===== config.mk =====
export PLATFORM = sky130hd
export DESIGN_NAME = proc_ctrl
export DESIGN_NICKNAME = d
export VERILOG_FILES = /design/src/rtl/proc_pkg.sv /design/src/rtl/proc_regfile.sv /design/src/rtl/proc_ctrl.sv
export SDC_FILE = /design/constraint.sdc
export NUM_CORES = 1
export LEC_CHECK = 0
export ABC_AREA = 1
export BUFFER_PORTS_ARGS = -buffer_cell sky130_fd_sc_hd__buf_4
export CORE_ASPECT_RATIO = 2
export CORE_MARGIN = 4
export CORE_UTILIZATION = 30
export DETAILED_ROUTE_END_ITERATION = 10
export SLEW_MARGIN = 15
export SYNTH_ARGS = -nofsm -noshare
export SYNTH_HDL_FRONTEND = slang
export SYNTH_HIERARCHICAL = 1
export SYNTH_SLANG_ARGS = --single-unit

===== constraint.sdc =====
create_clock -name clk -period 4.3 [get_ports clk]
set_clock_uncertainty 0.15 [all_clocks]
set_input_delay 0.43 -clock clk [delete_from_list [all_inputs] [get_ports clk]]
set_output_delay 0.43 -clock clk [all_outputs]
set_load 0.005 [all_outputs]

===== src/rtl/proc_pkg.sv =====
// Shared definitions for the proc_ctrl slice: opcodes, FSM states, instruction fields.
package proc_pkg;

    localparam int unsigned DATA_W   = 4;
    localparam int unsigned NUM_REGS = 4;
    localparam int unsigned REG_AW   = 2;
    localparam int unsigned INSTR_W  = 9;

    localparam int unsigned OPC_HI = 8;
    localparam int unsigned OPC_LO = 6;
    localparam int unsigned RD_HI  = 5;
    localparam int unsigned RD_LO  = 4;
    localparam int unsigned RS_HI  = 3;
    localparam int unsigned RS_LO  = 2;
    localparam int unsigned IMM_HI = 3;
    localparam int unsigned IMM_LO = 0;

    typedef enum logic [2:0] {
        OP_NOP  = 3'b000,
        OP_ADD  = 3'b001,
        OP_SUB  = 3'b010,
        OP_AND  = 3'b011,
        OP_OR   = 3'b100,
        OP_LDI  = 3'b101,
        OP_JZ   = 3'b110,
        OP_HALT = 3'b111
    } opcode_e;

    typedef enum logic [2:0] {
        ST_IDLE   = 3'd0,
        ST_FETCH  = 3'd1,
        ST_DECODE = 3'd2,
        ST_EXEC   = 3'd3,
        ST_WB     = 3'd4,
        ST_HALT   = 3'd5
    } state_e;

endpackage


===== src/rtl/proc_regfile.sv =====
// 4x4 register file: one synchronous write port, two async read ports, debug bus.
module proc_regfile
    import proc_pkg::*;
(
    input  logic                       clk_i,
    input  logic                       rst_i,
    input  logic                       we_i,
    input  logic [REG_AW-1:0]          waddr_i,
    input  logic [DATA_W-1:0]          wdata_i,
    input  logic [REG_AW-1:0]          raddr_a_i,
    input  logic [REG_AW-1:0]          raddr_b_i,
    output logic [DATA_W-1:0]          rdata_a_o,
    output logic [DATA_W-1:0]          rdata_b_o,
    output logic [NUM_REGS*DATA_W-1:0] dbg_o
);

    logic [NUM_REGS-1:0][DATA_W-1:0] regs_q;

    // Reset has priority so no write lands in a reset cycle.
    always_ff @(posedge clk_i) begin
        if (rst_i) begin
            regs_q <= '0;
        end else if (we_i) begin
            regs_q[waddr_i] <= wdata_i;
        end
    end

    assign rdata_a_o = regs_q[raddr_a_i];
    assign rdata_b_o = regs_q[raddr_b_i];
    assign dbg_o     = regs_q;

endmodule


===== src/rtl/proc_ctrl.sv =====
// Multi-cycle fetch/decode/exec/writeback controller with external ALU.
// Optional PROC_CTRL_JZ_EN adds z_flag and makes opcode 110 a conditional jump.
module proc_ctrl
    import proc_pkg::*;
#(
    parameter int PROG_LEN = 16,
    parameter int IMEM_AW  = 4
) (
    input  logic                       clk,
    input  logic                       rst,
    input  logic                       start,
    output logic                       fetch_req,
    output logic [IMEM_AW-1:0]         instr_addr,
    input  logic                       instr_valid,
    input  logic [INSTR_W-1:0]         instr_data,
    output logic [DATA_W-1:0]          alu_a,
    output logic [DATA_W-1:0]          alu_b,
    output logic [2:0]                 alu_opcode,
    input  logic [DATA_W-1:0]          alu_result,
    output logic                       busy,
    output logic                       halted,
`ifdef PROC_CTRL_JZ_EN
    output logic                       z_flag,
`endif
    output logic [NUM_REGS*DATA_W-1:0] rf_dbg
);

    localparam logic [IMEM_AW-1:0] PC_LAST = IMEM_AW'(PROG_LEN - 1);

    state_e               state_q;
    logic [IMEM_AW-1:0]   pc_q;
    logic [INSTR_W-1:0]   ir_q;
    logic [DATA_W-1:0]    result_q;
    logic                 fetch_req_q;
    logic [IMEM_AW-1:0]   instr_addr_q;
    logic [DATA_W-1:0]    alu_a_q;
    logic [DATA_W-1:0]    alu_b_q;
    logic [2:0]           alu_opcode_q;
    logic                 busy_q;
    logic                 halted_q;
`ifdef PROC_CTRL_JZ_EN
    logic                 z_q;
`endif

    opcode_e              opc;
    logic [REG_AW-1:0]    rd;
    logic [REG_AW-1:0]    rs;
    logic [DATA_W-1:0]    imm;
    logic [DATA_W-1:0]    rdata_a;
    logic [DATA_W-1:0]    rdata_b;
    logic                 rf_we;
    logic [DATA_W-1:0]    wb_data_d;
    logic [IMEM_AW-1:0]   pc_adv_d;
    logic [IMEM_AW-1:0]   pc_jump_d;

    assign opc = opcode_e'(ir_q[OPC_HI:OPC_LO]);
    assign rd  = ir_q[RD_HI:RD_LO];
    assign rs  = ir_q[RS_HI:RS_LO];
    assign imm = ir_q[IMM_HI:IMM_LO];

    assign rf_we     = (state_q == ST_WB);
    assign wb_data_d = (opc == OP_LDI) ? imm : result_q;
    assign pc_adv_d  = (pc_q == PC_LAST) ? '0 : pc_q + 1'b1;

    always_comb begin
        pc_jump_d = pc_adv_d;
`ifdef PROC_CTRL_JZ_EN
        if (opc == OP_JZ && z_q) begin
            pc_jump_d = IMEM_AW'({1'b0, imm} % 5'(PROG_LEN));
        end
`endif
    end

    proc_regfile u_regfile (
        .clk_i     (clk),
        .rst_i     (rst),
        .we_i      (rf_we),
        .waddr_i   (rd),
        .wdata_i   (wb_data_d),
        .raddr_a_i (rd),
        .raddr_b_i (rs),
        .rdata_a_o (rdata_a),
        .rdata_b_o (rdata_b),
        .dbg_o     (rf_dbg)
    );

    always_ff @(posedge clk) begin
        if (rst) begin
            state_q      <= ST_IDLE;
            pc_q         <= '0;
            ir_q         <= '0;
            result_q     <= '0;
            fetch_req_q  <= 1'b0;
            instr_addr_q <= '0;
            alu_a_q      <= '0;
            alu_b_q      <= '0;
            alu_opcode_q <= OP_NOP;
            busy_q       <= 1'b0;
            halted_q     <= 1'b0;
`ifdef PROC_CTRL_JZ_EN
            z_q          <= 1'b0;
`endif
        end else begin
            case (state_q)
                ST_IDLE: begin
                    if (start) begin
                        state_q      <= ST_FETCH;
                        fetch_req_q  <= 1'b1;
                        instr_addr_q <= pc_q;
                        busy_q       <= 1'b1;
                    end
                end
                ST_FETCH: begin
                    if (instr_valid) begin
                        ir_q        <= instr_data;
                        fetch_req_q <= 1'b0;
                        state_q     <= ST_DECODE;
                    end
                end
                ST_DECODE: begin
                    case (opc)
                        OP_ADD, OP_SUB, OP_AND, OP_OR: begin
                            alu_a_q      <= rdata_a;
                            alu_b_q      <= rdata_b;
                            alu_opcode_q <= opc;
                            state_q      <= ST_EXEC;
                        end
                        OP_LDI: begin
                            state_q <= ST_WB;
                        end
                        OP_HALT: begin
                            busy_q   <= 1'b0;
                            halted_q <= 1'b1;
                            state_q  <= ST_HALT;
                        end
                        default: begin
                            // NOP, and JZ (which collapses to NOP when the jump is not taken/built)
                            pc_q         <= pc_jump_d;
                            instr_addr_q <= pc_jump_d;
                            fetch_req_q  <= 1'b1;
                            state_q      <= ST_FETCH;
                        end
                    endcase
                end
                ST_EXEC: begin
                    result_q <= alu_result;
                    state_q  <= ST_WB;
                end
                ST_WB: begin
                    pc_q         <= pc_adv_d;
                    instr_addr_q <= pc_adv_d;
                    fetch_req_q  <= 1'b1;
                    alu_opcode_q <= OP_NOP;
                    state_q      <= ST_FETCH;
`ifdef PROC_CTRL_JZ_EN
                    z_q          <= (wb_data_d == '0);
`endif
                end
                ST_HALT: begin
                    if (start) begin
                        pc_q         <= '0;
                        instr_addr_q <= '0;
                        fetch_req_q  <= 1'b1;
                        busy_q       <= 1'b1;
                        halted_q     <= 1'b0;
                        state_q      <= ST_FETCH;
                    end
                end
                default: begin
                    state_q <= ST_IDLE;
                end
            endcase
        end
    end

    assign fetch_req  = fetch_req_q;
    assign instr_addr = instr_addr_q;
    assign alu_a      = alu_a_q;
    assign alu_b      = alu_b_q;
    assign alu_opcode = alu_opcode_q;
    assign busy       = busy_q;
    assign halted     = halted_q;
`ifdef PROC_CTRL_JZ_EN
    assign z_flag     = z_q;
`endif

endmodule


# Word-level counts from Yosys, hierarchy flattened
# Index checks and enable logic that the tools add are counted.
[classes]
reduce_logical = 20
n_eq_ne = 19
n_lt_le_gt_ge = 3
add_sub_neg = 1
muxes = 29
[ops]
columns = ["cell", "n"]
rows = [
  ["two-way mux 4 bit", 8],
  ["binary-select mux 4 bit (select 2 bit)", 2],
  ["bitwise mux 16 bit", 1],
  ["one-hot mux 4 bit (4 select lines)", 1],
  ["== test 3 bit (second input constant)", 5],
  ["one-hot mux 3 bit (5 select lines)", 1],
  ["== test 3 x 2 -> 1 bit (second input constant)", 4],
  ["!= test 2 bit (second input constant)", 6],
  ["one-hot mux 4 bit (3 select lines)", 1],
  ["two-way mux 3 bit", 3],
  ["one-hot mux 3 bit (3 select lines)", 1],
  ["AND reduction 3 bit", 3],
  ["demux 4 bit (select 2 bit)", 1],
  ["AND reduction 2 bit", 4],
  ["AND reduction 4 bit", 2],
  ["nonzero test 4 bit", 2],
  ["== test 3 x 1 -> 1 bit (second input constant)", 2],
  ["less-than comparator 2 x 3 -> 1 bit (second input constant)", 2],
  ["two-way mux 1 bit", 6],
  ["one-hot mux 3 bit (2 select lines)", 1],
  ["nonzero test 2 bit", 3],
  ["OR reduction 6 bit", 1],
  ["adder 4 x 1 -> 4 bit (second input constant)", 1],
  ["== test 4 bit (second input constant)", 1],
  ["other kinds (9)", 10],
]
[word_totals]
output_inout_bits = 34
inputBits = 17
wordCells = 87
regBits = 54

# Depth between registers and ports, before layout
# Gate-level depths: netlist of the first run.
[depth]
ltp_word = 5
depth_mapped = 9
ltp_nobuf = 9

# Modules after synthesis
# Netlist of the first run, hierarchy kept.
[by_module_without_submodules]
columns = ["module", "cells_per_inst", "n_inst", "seq_area_each_um2", "area_each_um2"]
rows = [
  ["proc_ctrl", 244, 1, 760.7, 1685.4],
  ["proc_regfile", 151, 1, 320.3, 942.2],
]

# Worst setup path before layout of the first run
# No wires, ideal clock.
[synth_timing]
path_kind = "register to register"
startpoint = "reg ir_q[6]"
endpoint = "reg u_regfile.regs_q, in the netlist u_regfile/dbg_o[0]"
setup_time_ns = 0.064
t_arrival_ns = 1.326
n_path_buf = 1
slack_ns = 2.760
stages_incl_launch_ff = 9
synth_period_minus_slack_ns = 1.540
required_time_ns = 4.086
path_cell_list = "dfxtp_1 -> nand2_1 -> or2_1 -> clkbuf_2 -> o21ai_0 -> inv_1 -> nand3_1 -> nand2_1 -> nor2_1"
[synth_between]
elab_chain_cells = 3
[synth_lines]
columns = ["element", "line_no", "source"]
rows = [
  ["start: declaration", "proc_ctrl.sv:32", "logic [INSTR_W-1:0] ir_q;"],
  ["start signal: assignment", "proc_ctrl.sv:115", "ir_q <= instr_data;"],
  ["== test 3 bit", "proc_ctrl.sv:62", "assign wb_data_d = (opc == OP_LDI) ? imm : result_q;"],
  ["two-way mux 4 bit", "proc_ctrl.sv:62", ""],
  ["named net wb_data_d[0]", "proc_ctrl.sv:52", "logic [DATA_W-1:0] wb_data_d;"],
  ["bitwise mux 16 bit", "proc_regfile.sv:24", "regs_q[waddr_i] <= wdata_i;"],
  ["end signal: indexed assignment", "proc_regfile.sv:24", ""],
  ["end: declaration", "proc_regfile.sv:17", "logic [NUM_REGS-1:0][DATA_W-1:0] regs_q;"],
]
# The timed path passes the listed nets, and every way through them passes these cells.
# A chain may end at the register's enable or synchronous reset.

# Final worst setup path of the first run
[layout_timing]
startpoint = "reg ir_q[6]"
endpoint = "reg u_regfile.regs_q, in the netlist u_regfile/dbg_o[2]"
# Same word-level chain as after synthesis.

==> results of run 1 <==
[layout make-up]
class	count	area (um2)
inverters	47	176
multi-input cells	280	1300
well taps	100	125
fillers	932	5380
clock inverters	2	12.5
repair buffers	50	375
clock buffers	6	139
flip-flops and latches	54	1080
[stage by stage]
step                total power [W]  setup slack [ps]  hold slack [ps]
floorplan                  0.000669              2760              274
global placement           0.000722              2350              304
detailed placement         0.000725              2350              301
CTS                         0.00114              2330              175
global route                0.00118              2130              180
finish                      0.00113              2350              181
[final timing paths]
| kind | startpoint | endpoint | slack [ps] | cells after the start |
|---|---|---|---|---|
| setup / recovery | ir_q[6]$_SDFFE_PP0P_ | u_regfile/dbg_o[2]$_SDFFE_PP0P_ | 2350 | 7 |
| hold / removal | start | halted$_SDFFE_PP0P_ | 180 | 2 |
| setup reg to reg | ir_q[6]$_SDFFE_PP0P_ | u_regfile/dbg_o[2]$_SDFFE_PP0P_ | 2350 | 7 |
| hold reg to reg | ir_q[1]$_SDFFE_PP0P_ | ir_q[1]$_SDFFE_PP0P_ | 310 | 2 |
[power groups by stage]
stage          Combinational, W  Clock [W]  Sequential (W)
2_1_floorplan          0.000116          0        0.000553
3_3_place_gp           0.000159          0        0.000562
3_5_place_dp           0.000162          0        0.000563
4_1_cts                0.000164   0.000424        0.000551
5_1_grt                0.000185   0.000438        0.000556
6_report               0.000162   0.000412        0.000552
[layer usage]
metal	vias up	GRT usage, %	wire length, um
li1	1338	-	-
met1	1163	14.4	2580
met2	72	27.7	4080
met3	24	2.37	359
met4	0	9.26	395
met5	-	0	0
[cells by family after synthesis]
group / count (synthesis)
XOR/XNOR: 1
buffers and inverters: 61
AND/OR/NAND/NOR: 207
AO/OA/AOI/OAI: 71
adder cells (fa/ha/maj): 1
flip-flops: 54
[registers in the layout (all words and copies together) (netlist names)]
name	cells
halted	1
pc_q	4
alu_opcode	3
state_q	3
alu_a	4
ir_q	9
fetch_req	1
alu_b	4
result_q	4
instr_addr	4
u_regfile/dbg_o	16
busy	1
[cell usage in the layout (no fill, tap or decap)]
cell type / n
a21oi_1: 23
nor2_4: 1
o211ai_1: 16
a211oi_1: 1
nor2_1: 70
xnor2_1: 1
nand3b_1: 1
nand3_4: 3
and3_1: 1
dfxtp_1: 54
clkbuf_16: 5
nor2_2: 2
or2_1: 1
o22ai_1: 2
nand2_1: 111
clkinvlp_4: 1
clkbuf_8: 1
inv_1: 43
o21ai_0: 28
buf_4: 50
nand3_1: 13
nor3_1: 1
nand2_2: 1
ha_1: 1
a21oi_2: 1
clkinv_2: 1
nand3_2: 2
inv_2: 4
[worst max-delay path, cell delays in order, from the launching register on]
cell and delay, ps:
dfxtp_1 400, nand2_1 120, or2_1 330, o21ai_0 550, inv_1 90, nand3_1 100, nand2_1 50, nor2_1 90
==> results.py, run 1 <==
metrics = {
    "yosys": {
        "synth_area_leaders": "dfxtp_1, nand2_1, nor2_1",
        "syn_avg_cell_area_um2": 6.65,
        "synth_top_area_share_pct": 41.1,
        "synth-compound-area-share_pct": 15.4,
        "synthXorXnorAreaFrac_pct": 0.333,
        "synth_area_um2": 2630,
        "seq_area_frac_synth_pct": 41.1,
        "yosysMostFrequentCell": "nand2_1",
        "ys_seq_elements": 54,
        "synth_edf_count": 0,
        "synth_commonest_cells": "nand2_1, nor2_1, dfxtp_1, inv_1, o21ai_0",
        "ys_warn_count": 6,
        "synth_flop_cell": "dfxtp_1",
        "yosys.area.top_type": "dfxtp_1",
        "yosys.area_share.simple_pct": 33.2,
        "synthDistinctLibCells": 27,
        "postSynthCellCount": 395,
        "yosys.area_share.adder_pct": 0.476,
        "muxShareOfSynthArea_pct": 0,
        "synth_top_family_by_area": "simple AND/OR/NAND/NOR gates",
        "synthArstFlopShare_pct": 0,
        "synth_nets": 413,
    },
    "status": {
        "status": "complete, no violations",
    },
    "power_and_ir_drop": {
        "ir_drop_mv": 0.158,
        "power_frac_comb_pct": 14.4,
        "power.share.clock_pct": 36.6,
        "leakagePower_nw": 1.48,
        "pwr_density_cell_nw_per_um2": 351,
        "intPower_w": 0.000819,
        "swShare_pct": 27.3,
        "power_frac_seq_pct": 49.0,
        "p_switching_w": 0.000307,
    },
    "clock_tree": {
        "cts_buffers": 5,
        "cts_setup_buffers": 0,
        "cts_htree_levels": 2,
        "cts_resized": 0,
        "ctsHoldBuffers": 0,
        "cts_root_buf": "clkbuf_16",
        "cts_buffer_depth": 2,
        "cts_tree": "yes",
        "clkLatencyLatePin_ps": 290,
        "clock_sinks": 54,
        "path_clk_slew_ps": 70,
    },
    "worst_setup_path": {
        "critPathCaptureType": "flip-flop",
        "critPathRequiredTime_ps": 4380,
        "crit_path_start_kind": "flip-flop",
        "crit_fanout": 9,
        "arrival_ps": 2030,
        "path_class": "flip-flop to flip-flop",
    },
    "sta": {
        "period_needed_ps": 1950,
        "hold_violations": 0,
        "fin_setup_tns_ps": 0,
        "timing.final.crit_share_pct": 45.3,
        "rsz0062_at_grt": "no",
        "fmax_mhz": 514,
        "finalSetupViolations": 0,
        "final_max_slew_viol_count": 0,
        "slew_headroom_pct": 47.9,
        "tightestPinTransition_ps": 780,
    },
    "die": {
        "coreArea_um2": 8590,
        "die-area_um2": 10400,
        "io_pins": 51,
        "die_y_um": 140,
        "start_util_pct": 30.6,
        "row_count": 48,
        "die_w_um": 74.2,
    },
    "grt": {
        "grt_overflow": 0,
        "antenna_found_initial": 0,
        "grt_pass1_vias": 2498,
        "grt_max_degree": 24,
        "grt_pass1_wl_um": 11900,
        "track_usage_pct": 14.9,
    },
    "layout": {
        "fin_nets": 456,
        "final_core_util_pct": 37.3,
        "diodes": 0,
        "design_area_um2": 3210,
        "synthToLayoutAreaGrowth_pct": 22.0,
        "final_cells": 539,
        "drive_gt1_share_pct": 16.4,
    },
    "placed_design": {
        "port_buffers": 50,
        "routabilityCongestion": 0.939,
        "hpwlAfterDp_um": 5820,
        "dp.cells": 531,
        "place_area_um2": 3060,
    },
    "route": {
        "via_count": 2597,
        "drt_wl_total_um": 7420,
        "wire_per_inst_um": 13.8,
        "drc_errors": 0,
        "drtPass1Iterations": 4,
        "viasPerCell": 4.82,
        "antenna_left": 0,
        "drt-initial-drc-count": 120,
    },
    "worst_hold_path": {
        "hold_path.class": "primary input to flip-flop",
    },
    "job": {
        "drv_cap": 0,
    },
}
Power figures use the tool's default switching activity.
==> run 2: changes to the inputs <==
ABC_AREA = 0   (was 1)
clock period = 1.6 ns   (was 4.3 ns; I/O delays follow)
==> results.py, run 2 <==
metrics = {
    "route": {
        "drt-initial-drc-count": 91,
        "antenna_left": 0,
        "drtPass1Iterations": 4,
        "viasPerCell": 5.14,
        "via_count": 2410,
        "drc_errors": 0,
        "drt_wl_total_um": 8090,
        "wire_per_inst_um": 17.3,
    },
    "yosys": {
        "ys_seq_elements": 54,
        "synth_area_leaders": "dfxtp_1, mux4_1, a21oi_1",
        "ys_warn_count": 6,
        "synth_nets": 299,
        "synth_edf_count": 0,
        "yosysMostFrequentCell": "dfxtp_1",
        "synthDistinctLibCells": 54,
        "synth_area_um2": 2710,
        "synth_flop_cell": "dfxtp_1",
        "yosys.area.top_type": "dfxtp_1",
        "synthArstFlopShare_pct": 0,
        "seq_area_frac_synth_pct": 39.9,
        "synth_commonest_cells": "dfxtp_1, nand2_1, a21oi_1, nand2b_1, mux2i_1",
        "synth_top_area_share_pct": 39.9,
        "postSynthCellCount": 281,
        "syn_avg_cell_area_um2": 9.64,
    },
    "worst_setup_path": {
        "critPathCaptureType": "flip-flop",
        "crit_buf_inv": 2,
        "cpMaxStageDelayCell": "dfxtp_4",
        "path_cells": "nor3b_4 > buf_4 > nand3_4 > buf_6 > nand3_2 > a21oi_2",
        "path_class": "flip-flop to flip-flop",
        "arrival_ps": 1610,
        "crit_cells": 6,
        "r2r_cells": 6,
        "critPathRequiredTime_ps": 1620,
        "crit_fanout": 7,
        "rr_endpoint": "alu_opcode[2]$_SDFFE_PP0P_",
        "crit_path_start_kind": "flip-flop",
        "regToRegSetupSlack_ps": 10,
        "rr_startpoint": "state_q[2]$_SDFFE_PP0P_",
        "critPathLaunch": "state_q[2]$_SDFFE_PP0P_",
        "crit_end": "alu_opcode[2]$_SDFFE_PP0P_",
        "critPathTopFamily": "simple AND/OR/NAND/NOR gates",
        "cp_slowest_stage_delay_ps": 380,
    },
    "sta": {
        "final_max_slew_viol_count": 0,
        "timing.final.crit_share_pct": 99.3,
        "tightestPinTransition_ps": 492,
        "hold_violations": 1,
        "whs_ps": -6.13,
        "period_needed_ps": 1590,
        "rsz0062_at_grt": "yes",
        "slew_headroom_pct": 67.2,
        "fmax_mhz": 630,
        "fin_ws_ps": 11.8,
        "finalSetupViolations": 0,
    },
    "grt": {
        "track_usage_pct": 14.9,
        "grt_pass1_vias": 2463,
        "antenna_found_initial": 0,
        "grt_max_degree": 38,
        "grt_pass1_wl_um": 11900,
        "grt_overflow": 0,
    },
    "power_and_ir_drop": {
        "leakagePower_nw": 1.56,
        "ir_drop_mv": 0.440,
        "pwr_density_cell_nw_per_um2": 754,
    },
    "clock_tree": {
        "cts_buffers": 5,
        "cts_root_buf": "clkbuf_16",
        "clock_sinks": 54,
        "clkLatencyLatePin_ps": 300,
        "cts_buffer_depth": 2,
        "cts_htree_levels": 2,
        "cts_tree": "yes",
        "path_clk_slew_ps": 70,
    },
    "die": {
        "die-area_um2": 10700,
        "row_count": 48,
        "die_w_um": 75.2,
        "start_util_pct": 31.1,
        "coreArea_um2": 8710,
        "io_pins": 51,
        "die_y_um": 142,
    },
    "layout": {
        "final_core_util_pct": 44.4,
        "fin_nets": 386,
        "final_cell_mix": "buf_4, dfxtp_1, nand2_1",
        "drive_gt1_share_pct": 42.8,
        "largest_reg_flops": 16,
        "synthToLayoutAreaGrowth_pct": 42.9,
        "diodes": 0,
        "final_common_cell": "buf_4",
    },
    "placed_design": {
        "port_buffers": 50,
        "routabilityCongestion": 0.851,
        "hpwlAfterDp_um": 6000,
        "place_ws_ps": -145,
    },
    "status": {
        "violations": "hold timing",
        "status": "finished, violations left",
    },
    "job": {
        "drv_cap": 0,
    },
    "worst_hold_path": {
        "min_from": "rst",
        "hold_path.class": "primary input to flip-flop",
    },
}
-- run 2: layer usage --
layer	share of wire, %	GRT usage [%]
met1	34	13.6
met4	4.4	8.39
met3	2.6	2.05
met5	0	0
met2	59	29.2
-- run 2: how the worst min path moves through the flow --
stage / to / cells after the start / slack, ps
2_1_floorplan: halted$_SDFFE_PP0P_ / 1 / 110
5_1_grt: result_q[2]$_SDFFE_PP0N_ / 3 / 8
4_1_cts: result_q[0]$_SDFFE_PP0N_ / 3 / 2
3_5_place_dp: ir_q[3]$_SDFFE_PP0P_ / 3 / 270
3_3_place_gp: ir_q[3]$_SDFFE_PP0P_ / 3 / 260
6_report: alu_opcode[1]$_SDFFE_PP0P_ / 2 / -6
-- run 2: cells by family (layout without fill, tap and decap cells) --
kind of cell / count (synthesis) / count (layout) / synth area share, %
fa+ha+maj: 1 / 1 / 0.462
compound gates: 63 / 63 / 15.5
xor+xnor: 2 / 2 / 1.34
mux: 28 / 28 / 15.3
flops: 54 / 54 / 39.9
simple gates: 111 / 111 / 22.9
buf+inv: 22 / 110 / 4.48
-- run 2: what timing repair did --
action,CTS,global route
buffers inserted,4,2
pin swaps,1,16
gates cloned,0,1
hold buffers,11,0
endpoints found under the setup margin,30,34
resized for setup,4,51
endpoints found under the hold margin,11,0
-- run 2: final cells by class --
class,count,area (um2)
fillers,852,4840
multi-input cells,205,1690
flip-flops and latches,54,1090
repair buffers,97,786
clock buffers,5,125
well taps,100,125
clock inverters,3,28.8
inverters,5,21.3
-- run 2: power by group --
group | switching, W | leakage, nW | internal [W] | total, W
Sequential | 0.0000373 | 0.441 | 0.00137 | 0.00141
Clock | 0.000547 | 0.0763 | 0.000601 | 0.00115
Combinational | 0.000169 | 1.04 | 0.000190 | 0.000359
Total | 0.000753 | 1.56 | 0.00216 | 0.00292
-- run 2: through the flow --
stage,power (W),cells,setup TNS [ps],cell area (um2)
6_report,0.00292,469,0,3870
5_1_grt,0.00302,469,-573,3870
4_1_cts,0.00291,466,0,3640
3_5_place_dp,0.00174,443,-1690,3330
3_3_place_gp,0.00173,443,-1250,3330
2_1_floorplan,0.00160,281,0,2720
-- run 2: worst reg2reg max path, stage by stage, from the launching register on --
cell	delay [ps]
dfxtp_4	380
nor3b_4	360
buf_4	190
nand3_4	90
buf_6	160
nand3_2	80
a21oi_2	50
